<file path="src/rtl/handshake_latency_monitor_pkg.sv">
// ---------------------------------------------------------------------------
// hlm_pkg
// Shared types and helpers for the handshake latency monitor.
//   hlm_state_e  : per-channel FSM state (IDLE, WAIT)
//   hlm_result_e : result of one channel evaluation at a clock edge
//   sat_inc      : saturating increment for the per-channel failure counters
//   is_error     : true for every result that counts as a failure
// ---------------------------------------------------------------------------
package hlm_pkg;

    typedef enum logic {
        IDLE = 1'b0,
        WAIT = 1'b1
    } hlm_state_e;

    typedef enum logic [2:0] {
        RES_NONE,
        RES_PASS,
        RES_EARLY,
        RES_LATE,
        RES_OVERLAP,
        RES_SPUR
    } hlm_result_e;

    // Counters are handled at 32 bits and cut back to their own width by the
    // caller, so one function serves every CNT_W up to 32.
    function automatic logic [31:0] sat_inc(input logic [31:0] value,
                                            input logic [31:0] max_val);
        return (value >= max_val) ? value : value + 32'd1;
    endfunction

    function automatic logic is_error(input hlm_result_e res);
        return (res == RES_EARLY) || (res == RES_LATE) ||
               (res == RES_OVERLAP) || (res == RES_SPUR);
    endfunction

endpackage

</file>
<file path="src/rtl/handshake_latency_monitor_if.sv">
// ---------------------------------------------------------------------------
// handshake_latency_monitor_if
// Bundles the monitored start/ready levels, the clear strobe and all monitor
// results.
//   master : drives start, ready, clr; observes the results
//   slave  : the monitor itself
// lat_out / fail_cnt are packed per channel: channel i at [i*W +: W].
// ---------------------------------------------------------------------------
interface handshake_latency_monitor_if #(
    parameter int NUM_CH = 4,
    parameter int LAT_W  = 3,
    parameter int CNT_W  = 8
);
    logic [NUM_CH-1:0]       start;
    logic [NUM_CH-1:0]       ready;
    logic                    clr;
    logic [NUM_CH-1:0]       pass;
    logic [NUM_CH-1:0]       err_early;
    logic [NUM_CH-1:0]       err_late;
    logic [NUM_CH-1:0]       err_overlap;
    logic [NUM_CH-1:0]       err_spur;
    logic [NUM_CH*LAT_W-1:0] lat_out;
    logic [NUM_CH*CNT_W-1:0] fail_cnt;
    logic                    err_sticky;

    modport master (
        output start, ready, clr,
        input  pass, err_early, err_late, err_overlap, err_spur,
        input  lat_out, fail_cnt, err_sticky
    );

    modport slave (
        input  start, ready, clr,
        output pass, err_early, err_late, err_overlap, err_spur,
        output lat_out, fail_cnt, err_sticky
    );
endinterface

</file>
<file path="src/rtl/handshake_latency_monitor_channel.sv">
// ---------------------------------------------------------------------------
// hlm_channel
// One start->ready latency checker: IDLE/WAIT FSM, window counter, last
// latency and saturating failure counter. All result outputs are registered
// one-cycle pulses.
// Ports:
//   i_clk, i_rst_n              clock, asynchronous active-low reset
//   i_start_rise, i_ready_rise  edge events from the top-level edge registers
//   i_clr                       synchronous clear of the failure counter
//   o_pass/o_early/o_late/o_overlap/o_spur  result pulses
//   o_err_evt                   combinational: an error is decided this edge
//   o_lat, o_fail_cnt           last WAIT latency, failure count
// Optional feature macro: MONITOR_SPURIOUS_EN (ready rise in IDLE is an error).
// ---------------------------------------------------------------------------
module hlm_channel
    import hlm_pkg::*;
#(
    parameter int MIN_LAT = 2,
    parameter int MAX_LAT = 4,
    parameter int CNT_W   = 8,
    parameter int LAT_W   = 3
) (
    input  logic             i_clk,
    input  logic             i_rst_n,
    input  logic             i_start_rise,
    input  logic             i_ready_rise,
    input  logic             i_clr,
    output logic             o_pass,
    output logic             o_early,
    output logic             o_late,
    output logic             o_overlap,
    output logic             o_spur,
    output logic             o_err_evt,
    output logic [LAT_W-1:0] o_lat,
    output logic [CNT_W-1:0] o_fail_cnt
);

    localparam logic [CNT_W-1:0] CNT_MAX = '1;

    hlm_state_e       r_state;
    logic [LAT_W-1:0] r_cnt;
    logic [LAT_W-1:0] r_lat;
    logic [CNT_W-1:0] r_fail;
    logic             r_pass;
    logic             r_early;
    logic             r_late;
    logic             r_overlap;
    hlm_result_e      w_res;
    logic             w_err;

    // Ready is evaluated before start so a simultaneous rise of both closes
    // the current window normally; the late check only applies when neither
    // edge is present.
    always_comb begin
        w_res = RES_NONE;
        case (r_state)
            IDLE: begin
`ifdef MONITOR_SPURIOUS_EN
                if (i_ready_rise) w_res = RES_SPUR;
`endif
            end
            WAIT: begin
                if (i_ready_rise)
                    w_res = (r_cnt >= LAT_W'(MIN_LAT)) ? RES_PASS : RES_EARLY;
                else if (i_start_rise)
                    w_res = RES_OVERLAP;
                else if (r_cnt == LAT_W'(MAX_LAT))
                    w_res = RES_LATE;
            end
            default: w_res = RES_NONE;
        endcase
    end

    assign w_err = is_error(w_res);

    always_ff @(posedge i_clk or negedge i_rst_n) begin
        if (!i_rst_n) begin
            r_state   <= IDLE;
            r_cnt     <= '0;
            r_lat     <= '0;
            r_fail    <= '0;
            r_pass    <= 1'b0;
            r_early   <= 1'b0;
            r_late    <= 1'b0;
            r_overlap <= 1'b0;
        end else begin
            r_pass    <= (w_res == RES_PASS);
            r_early   <= (w_res == RES_EARLY);
            r_late    <= (w_res == RES_LATE);
            r_overlap <= (w_res == RES_OVERLAP);

            // clr wins over an error decided at the same edge.
            if (i_clr)
                r_fail <= '0;
            else if (w_err)
                r_fail <= CNT_W'(sat_inc(32'(r_fail), 32'(CNT_MAX)));

            case (r_state)
                IDLE: begin
                    if (i_start_rise) begin
                        r_state <= WAIT;
                        r_cnt   <= LAT_W'(1);
                    end
                end
                WAIT: begin
                    if (i_ready_rise) begin
                        r_lat <= r_cnt;
                        if (i_start_rise) r_cnt   <= LAT_W'(1);
                        else              r_state <= IDLE;
                    end else if (i_start_rise) begin
                        r_cnt <= LAT_W'(1);
                    end else if (r_cnt == LAT_W'(MAX_LAT)) begin
                        r_state <= IDLE;
                    end else begin
                        r_cnt <= r_cnt + LAT_W'(1);
                    end
                end
                default: r_state <= IDLE;
            endcase
        end
    end

`ifdef MONITOR_SPURIOUS_EN
    logic r_spur;
    always_ff @(posedge i_clk or negedge i_rst_n) begin
        if (!i_rst_n) r_spur <= 1'b0;
        else          r_spur <= (w_res == RES_SPUR);
    end
    assign o_spur = r_spur;
`else
    assign o_spur = 1'b0;
`endif

    assign o_pass     = r_pass;
    assign o_early    = r_early;
    assign o_late     = r_late;
    assign o_overlap  = r_overlap;
    assign o_err_evt  = w_err;
    assign o_lat      = r_lat;
    assign o_fail_cnt = r_fail;

endmodule

</file>
<file path="src/rtl/handshake_latency_monitor.sv">
// ---------------------------------------------------------------------------
// handshake_latency_monitor
// Multi-channel hardware checker: every rising start must be followed by a
// rising ready within [MIN_LAT, MAX_LAT] cycles. Holds the start/ready edge
// registers, one hlm_channel per channel, and the sticky error flag.
// Ports:
//   clk  clock, all state on rising edge
//   rst  asynchronous, active-low reset
//   bus  handshake_latency_monitor_if.slave (start, ready, clr in; pass,
//        err_early, err_late, err_overlap, err_spur, lat_out, fail_cnt,
//        err_sticky out)
// Optional feature macro: MONITOR_SPURIOUS_EN.
// ---------------------------------------------------------------------------
module handshake_latency_monitor
    import hlm_pkg::*;
#(
    parameter int NUM_CH  = 4,
    parameter int MIN_LAT = 2,
    parameter int MAX_LAT = 4,
    parameter int CNT_W   = 8
) (
    input  logic                          clk,
    input  logic                          rst,
    handshake_latency_monitor_if.slave    bus
);

    localparam int LAT_W = $clog2(MAX_LAT + 1);

    if (MIN_LAT < 1 || MAX_LAT < MIN_LAT) begin : g_param_chk
        $error("handshake_latency_monitor: need 1 <= MIN_LAT <= MAX_LAT");
    end

    logic [NUM_CH-1:0]       r_start_q;
    logic [NUM_CH-1:0]       r_ready_q;
    logic                    r_sticky;
    logic [NUM_CH-1:0]       w_start_rise;
    logic [NUM_CH-1:0]       w_ready_rise;
    logic [NUM_CH-1:0]       w_pass;
    logic [NUM_CH-1:0]       w_early;
    logic [NUM_CH-1:0]       w_late;
    logic [NUM_CH-1:0]       w_overlap;
    logic [NUM_CH-1:0]       w_spur;
    logic [NUM_CH-1:0]       w_err;
    logic [NUM_CH*LAT_W-1:0] w_lat;
    logic [NUM_CH*CNT_W-1:0] w_fail;

    // Edge registers clear to 0, so a level already high at the first edge
    // after reset release counts as a rise.
    always_ff @(posedge clk or negedge rst) begin
        if (!rst) begin
            r_start_q <= '0;
            r_ready_q <= '0;
        end else begin
            r_start_q <= bus.start;
            r_ready_q <= bus.ready;
        end
    end

    assign w_start_rise = bus.start & ~r_start_q;
    assign w_ready_rise = bus.ready & ~r_ready_q;

    for (genvar g = 0; g < NUM_CH; g++) begin : g_ch
        hlm_channel #(
            .MIN_LAT (MIN_LAT),
            .MAX_LAT (MAX_LAT),
            .CNT_W   (CNT_W),
            .LAT_W   (LAT_W)
        ) u_ch (
            .i_clk        (clk),
            .i_rst_n      (rst),
            .i_start_rise (w_start_rise[g]),
            .i_ready_rise (w_ready_rise[g]),
            .i_clr        (bus.clr),
            .o_pass       (w_pass[g]),
            .o_early      (w_early[g]),
            .o_late       (w_late[g]),
            .o_overlap    (w_overlap[g]),
            .o_spur       (w_spur[g]),
            .o_err_evt    (w_err[g]),
            .o_lat        (w_lat[g*LAT_W +: LAT_W]),
            .o_fail_cnt   (w_fail[g*CNT_W +: CNT_W])
        );
    end

    // Set from the pre-register error decision so the flag rises on the same
    // edge as the error pulse; clr drops errors of its own cycle.
    always_ff @(posedge clk or negedge rst) begin
        if (!rst)          r_sticky <= 1'b0;
        else if (bus.clr)  r_sticky <= 1'b0;
        else if (|w_err)   r_sticky <= 1'b1;
    end

    assign bus.pass        = w_pass;
    assign bus.err_early   = w_early;
    assign bus.err_late    = w_late;
    assign bus.err_overlap = w_overlap;
    assign bus.err_spur    = w_spur;
    assign bus.lat_out     = w_lat;
    assign bus.fail_cnt    = w_fail;
    assign bus.err_sticky  = r_sticky;

endmodule

</file>
<file path="src/flat_wrapper.sv">
// flat-port wrapper written by rule: the top's interface ports become plain ports
module handshake_latency_monitor_flat import hlm_pkg::*;
#(
    parameter int NUM_CH  = 4,
    parameter int MIN_LAT = 2,
    parameter int MAX_LAT = 4,
    parameter int CNT_W   = 8
)
  (clk, rst, bus_start, bus_ready, bus_clr, bus_pass, bus_err_early, bus_err_late, bus_err_overlap, bus_err_spur, bus_lat_out, bus_fail_cnt, bus_err_sticky);
  handshake_latency_monitor_if #(.NUM_CH(NUM_CH), .LAT_W(($clog2(MAX_LAT + 1))), .CNT_W(CNT_W)) bus_i ();
  input  logic clk;
  input  logic rst;
  input wire logic [$bits(bus_i.start)-1:0] bus_start;
  input wire logic [$bits(bus_i.ready)-1:0] bus_ready;
  input wire logic [$bits(bus_i.clr)-1:0] bus_clr;
  output wire logic [$bits(bus_i.pass)-1:0] bus_pass;
  output wire logic [$bits(bus_i.err_early)-1:0] bus_err_early;
  output wire logic [$bits(bus_i.err_late)-1:0] bus_err_late;
  output wire logic [$bits(bus_i.err_overlap)-1:0] bus_err_overlap;
  output wire logic [$bits(bus_i.err_spur)-1:0] bus_err_spur;
  output wire logic [$bits(bus_i.lat_out)-1:0] bus_lat_out;
  output wire logic [$bits(bus_i.fail_cnt)-1:0] bus_fail_cnt;
  output wire logic [$bits(bus_i.err_sticky)-1:0] bus_err_sticky;
  assign bus_i.start = bus_start;
  assign bus_i.ready = bus_ready;
  assign bus_i.clr = bus_clr;
  assign bus_pass = bus_i.pass;
  assign bus_err_early = bus_i.err_early;
  assign bus_err_late = bus_i.err_late;
  assign bus_err_overlap = bus_i.err_overlap;
  assign bus_err_spur = bus_i.err_spur;
  assign bus_lat_out = bus_i.lat_out;
  assign bus_fail_cnt = bus_i.fail_cnt;
  assign bus_err_sticky = bus_i.err_sticky;
  handshake_latency_monitor #(.NUM_CH(NUM_CH), .MIN_LAT(MIN_LAT), .MAX_LAT(MAX_LAT), .CNT_W(CNT_W)) u_core (.clk(clk), .rst(rst), .bus(bus_i));
endmodule
</file>
<file path="config.mk">
export PLATFORM = sky130hd
export DESIGN_NAME = handshake_latency_monitor_flat
export DESIGN_NICKNAME = d
export VERILOG_FILES = /design/src/rtl/handshake_latency_monitor_pkg.sv /design/src/rtl/handshake_latency_monitor_if.sv /design/src/rtl/handshake_latency_monitor_channel.sv /design/src/rtl/handshake_latency_monitor.sv /design/src/flat_wrapper.sv
export SDC_FILE = /design/constraint.sdc
export NUM_CORES = 1
export LEC_CHECK = 0
export CAP_MARGIN = 20
export CORE_ASPECT_RATIO = 0.7
export CORE_MARGIN = 4
export CORE_UTILIZATION = 45
export CTS_CLUSTER_SIZE = 16
export DETAILED_ROUTE_END_ITERATION = 8
export PLACE_DENSITY = 0.7
export SLEW_MARGIN = 30
export SYNTH_ARGS = -nofsm -noshare
export SYNTH_HDL_FRONTEND = slang
export SYNTH_SLANG_ARGS = --single-unit
export TNS_END_PERCENT = 20
</file>
<file path="constraint.sdc">
create_clock -name clk -period 3.05 [get_ports clk]
set_input_delay 0.61 -clock clk [delete_from_list [all_inputs] [get_ports clk]]
set_output_delay 0.61 -clock clk [all_outputs]
set_load 0.05 [all_outputs]
</file>
==> out/summary.txt <==
status = completed
final setup violation count = 0
CP Capture Point = u_core.g_ch[2].u_ch.o_fail_cnt[5]
Worst setup SP type = input port
antenna viol nets, final = 0
Multi-input gate area = 1740 µm²
# diodes = 0
commonest non-fill, non-tap cell in the layout = dfrtp_1
I/O pin total = 76
asr flop ratio synth = 1.00
Syn-to-layout area delta = 25.4%
CTS Hold Buffers Added = 0
Synth Flop Type = dfrtp_1
Layout Nets = 491
Cell Rows = 28
Max Freq = 0.410 GHz
vias = 2,975
Die Ht = 88.2 µm
routability cong. = 0.871
Seq/Total Area, Yosys = 0.514
share of cells above drive strength 1 = 0.0789
cts bufs inserted = 9
final hold violation count = 0
setup ws final = 0.611 ns
GRT Resource Usage Total = 0.167
number of H-tree levels = 3
Clk pin slew, worst setup/hold paths = 0.06 ns
Remaining DRCs = 0
Setup TNS = 0 ns
Overall Power = 0.00406 W
RSZ-0062 raised after global routing = no
Arr. time, crit path = 2.66 ns
clk root buf = clkbuf_16
Fillers = 772
register bit total from synthesis = 85
detailed router's first-iteration violation count = 229
max cap viols = 0
Rel. slew slack = 0.487
RR Endpoint = u_core.g_ch[2].u_ch.o_fail_cnt[4]
placed wire-length estimate = 5960 µm
CORE AREA = 8690 µm²
FF-to-FF Start = u_core.g_ch[2].u_ch.r_cnt[1]
CTS resizes = 0
leakage = 2.27 nW
synthesized area = 4140 µm²
min cycle time layout = 2.44 ns
Post-synth EDFFs = 0
Netlist cell types = 42
VDD IR max = 0.749 mV
Die W = 123 µm
Worst Tran Pin Value = 0.770 ns
global-route wire length before repair = 14,200 µm
Syn. warnings = 0
post-layout util = 0.597
cell count after synthesis = 402
buffer depth of the longest clock path = 2
CP Max Fanout = 7
drt pass-1 iters = 4
initial antenna violation count = 0
number of port buffers = 71
mean post-synth cell area = 10.3 µm²
WL final = 8280 µm
Worst R2R Path Depth = 7
critical path required time = 3.27 ns
Clock Latency Late Sink = 0.33 ns
critical setup path kind = input port to flip-flop
Starting Density = 0.476
reg-to-reg setup timing slack = 0.78 ns
clock sinks = 85
Power Density = 784 nW/µm²
Critical Path End Type = flip-flop
Place WS = 0.241 ns
Largest register FFs = 32
Final period util = 0.800
sequential cell area = 2130 µm²
# Post-CTS Setup Buffers = 0
largest net degree at the start of global routing = 86
Hold Path Class = input port to async pin
Worst Setup SP = bus_ready[2]
Congestion Overflow GR = 0
Final Max Slew Viols = 0
drt via density = 5.05
full die area = 10,800 µm²
vias in the first global route = 2,886
CTS tree = done
Routed wire per std cell = 14.1 µm
most frequent cells in the layout = 85 x dfrtp_1, 70 x clkdlybuf4s50_1, 39 x nand2_1
Max Clock Skew = 0.00249 ns
-- synthesized netlist by cell type (2+ instances only) --
master | n | area [µm²]
o21ai_0 | 8 | 40.0
mux2i_1 | 4 | 40.0
nor2_1 | 37 | 139
mux2_4 | 2 | 30.0
nand3_1 | 21 | 105
a211oi_4 | 2 | 40.0
a2111oi_2 | 2 | 30.0
or4_1 | 3 | 22.5
and4_1 | 6 | 52.6
xnor2_1 | 19 | 166
o211ai_1 | 4 | 30.0
nand3b_4 | 2 | 40.0
nand2_1 | 39 | 146
mux2_2 | 4 | 45.0
dfrtp_1 | 85 | 2130
nor3_1 | 10 | 50.1
nand4_1 | 3 | 18.8
buf_2 | 3 | 15.0
buf_4 | 20 | 150
a21oi_1 | 23 | 115
and2_1 | 8 | 50.1
inv_1 | 26 | 97.6
a311oi_1 | 2 | 17.5
nor2b_1 | 10 | 62.6
ha_1 | 16 | 200
a21o_1 | 8 | 60.1
clkbuf_1 | 3 | 11.3
nand2b_1 | 10 | 62.6
a211oi_1 | 8 | 60.1
nand3b_1 | 2 | 15.0
-- stage by stage --
stage                     cells  hold slack [ns]  area [µm²]
after floorplan             405            0.314        4150
after global placement      573            0.464        4850
after detailed placement    573            0.476        4860
after CTS                   589            0.373        5180
after global routing        589            0.404        5180
final                       589            0.299        5180
-- cells by family after synthesis --
kind of cell	Yosys count	synth area share
xor gates and xnor gates	19	0.0402
buffers and inverters	53	0.0672
muxes	10	0.0278
other	1	0.000907
and+or+nand+nor	156	0.195
DFF	85	0.514
AOI/OAI and AO/OA	62	0.107
adders and majority gates	16	0.0484
-- final cells by class --
cell class	count	share of cell area
tap	120	0.0290
clock buffer	11	0.0468
clock inverter	5	0.0162
sequential	85	0.410
multi-input combinational	267	0.336
timing repair buffer	75	0.143
inverter	26	0.0188
-- worst min-delay path by stage --
stage / slack, ns / to
2_1_floorplan: 0.31 / u_core.bus.err_sticky
5_1_grt: 0.40 / u_core.g_ch[2].u_ch.o_pass
3_5_place_dp: 0.48 / u_core.g_ch[0].u_ch.o_lat[1]
3_3_place_gp: 0.46 / u_core.g_ch[0].u_ch.o_lat[1]
4_1_cts: 0.37 / u_core.g_ch[2].u_ch.o_overlap
6_report: 0.30 / u_core.g_ch[2].u_ch.o_overlap
-- power by group --
| group | internal (W) | total, W | switching, W | leakage (nW) |
|---|---|---|---|---|
| registers | 0.00134 | 0.00153 | 0.000191 | 1.12 |
| logic | 0.000477 | 0.00135 | 0.000877 | 0.996 |
| clock network | 0.000741 | 0.00118 | 0.000436 | 0.152 |
-- per-layer routing --
| metal | global-route usage | vias up | share of wire |
|---|---|---|---|
| met5 | 0 | - | 0 |
| li1 | - | 1474 | - |
| met3 | 0.0510 | 12 | 0.054 |
| met4 | 0.0488 | 0 | 0.014 |
| met2 | 0.246 | 55 | 0.44 |
| met1 | 0.240 | 1434 | 0.49 |
-- critical path: stages --
cell and delay (ns):
clkdlybuf4s50_1 0.54, nand3b_4 0.13, or4_1 0.60, a211oi_4 0.35, nand3_2 0.12, mux2_4 0.30
No activity file was read; power rests on OpenSTA's default activity.
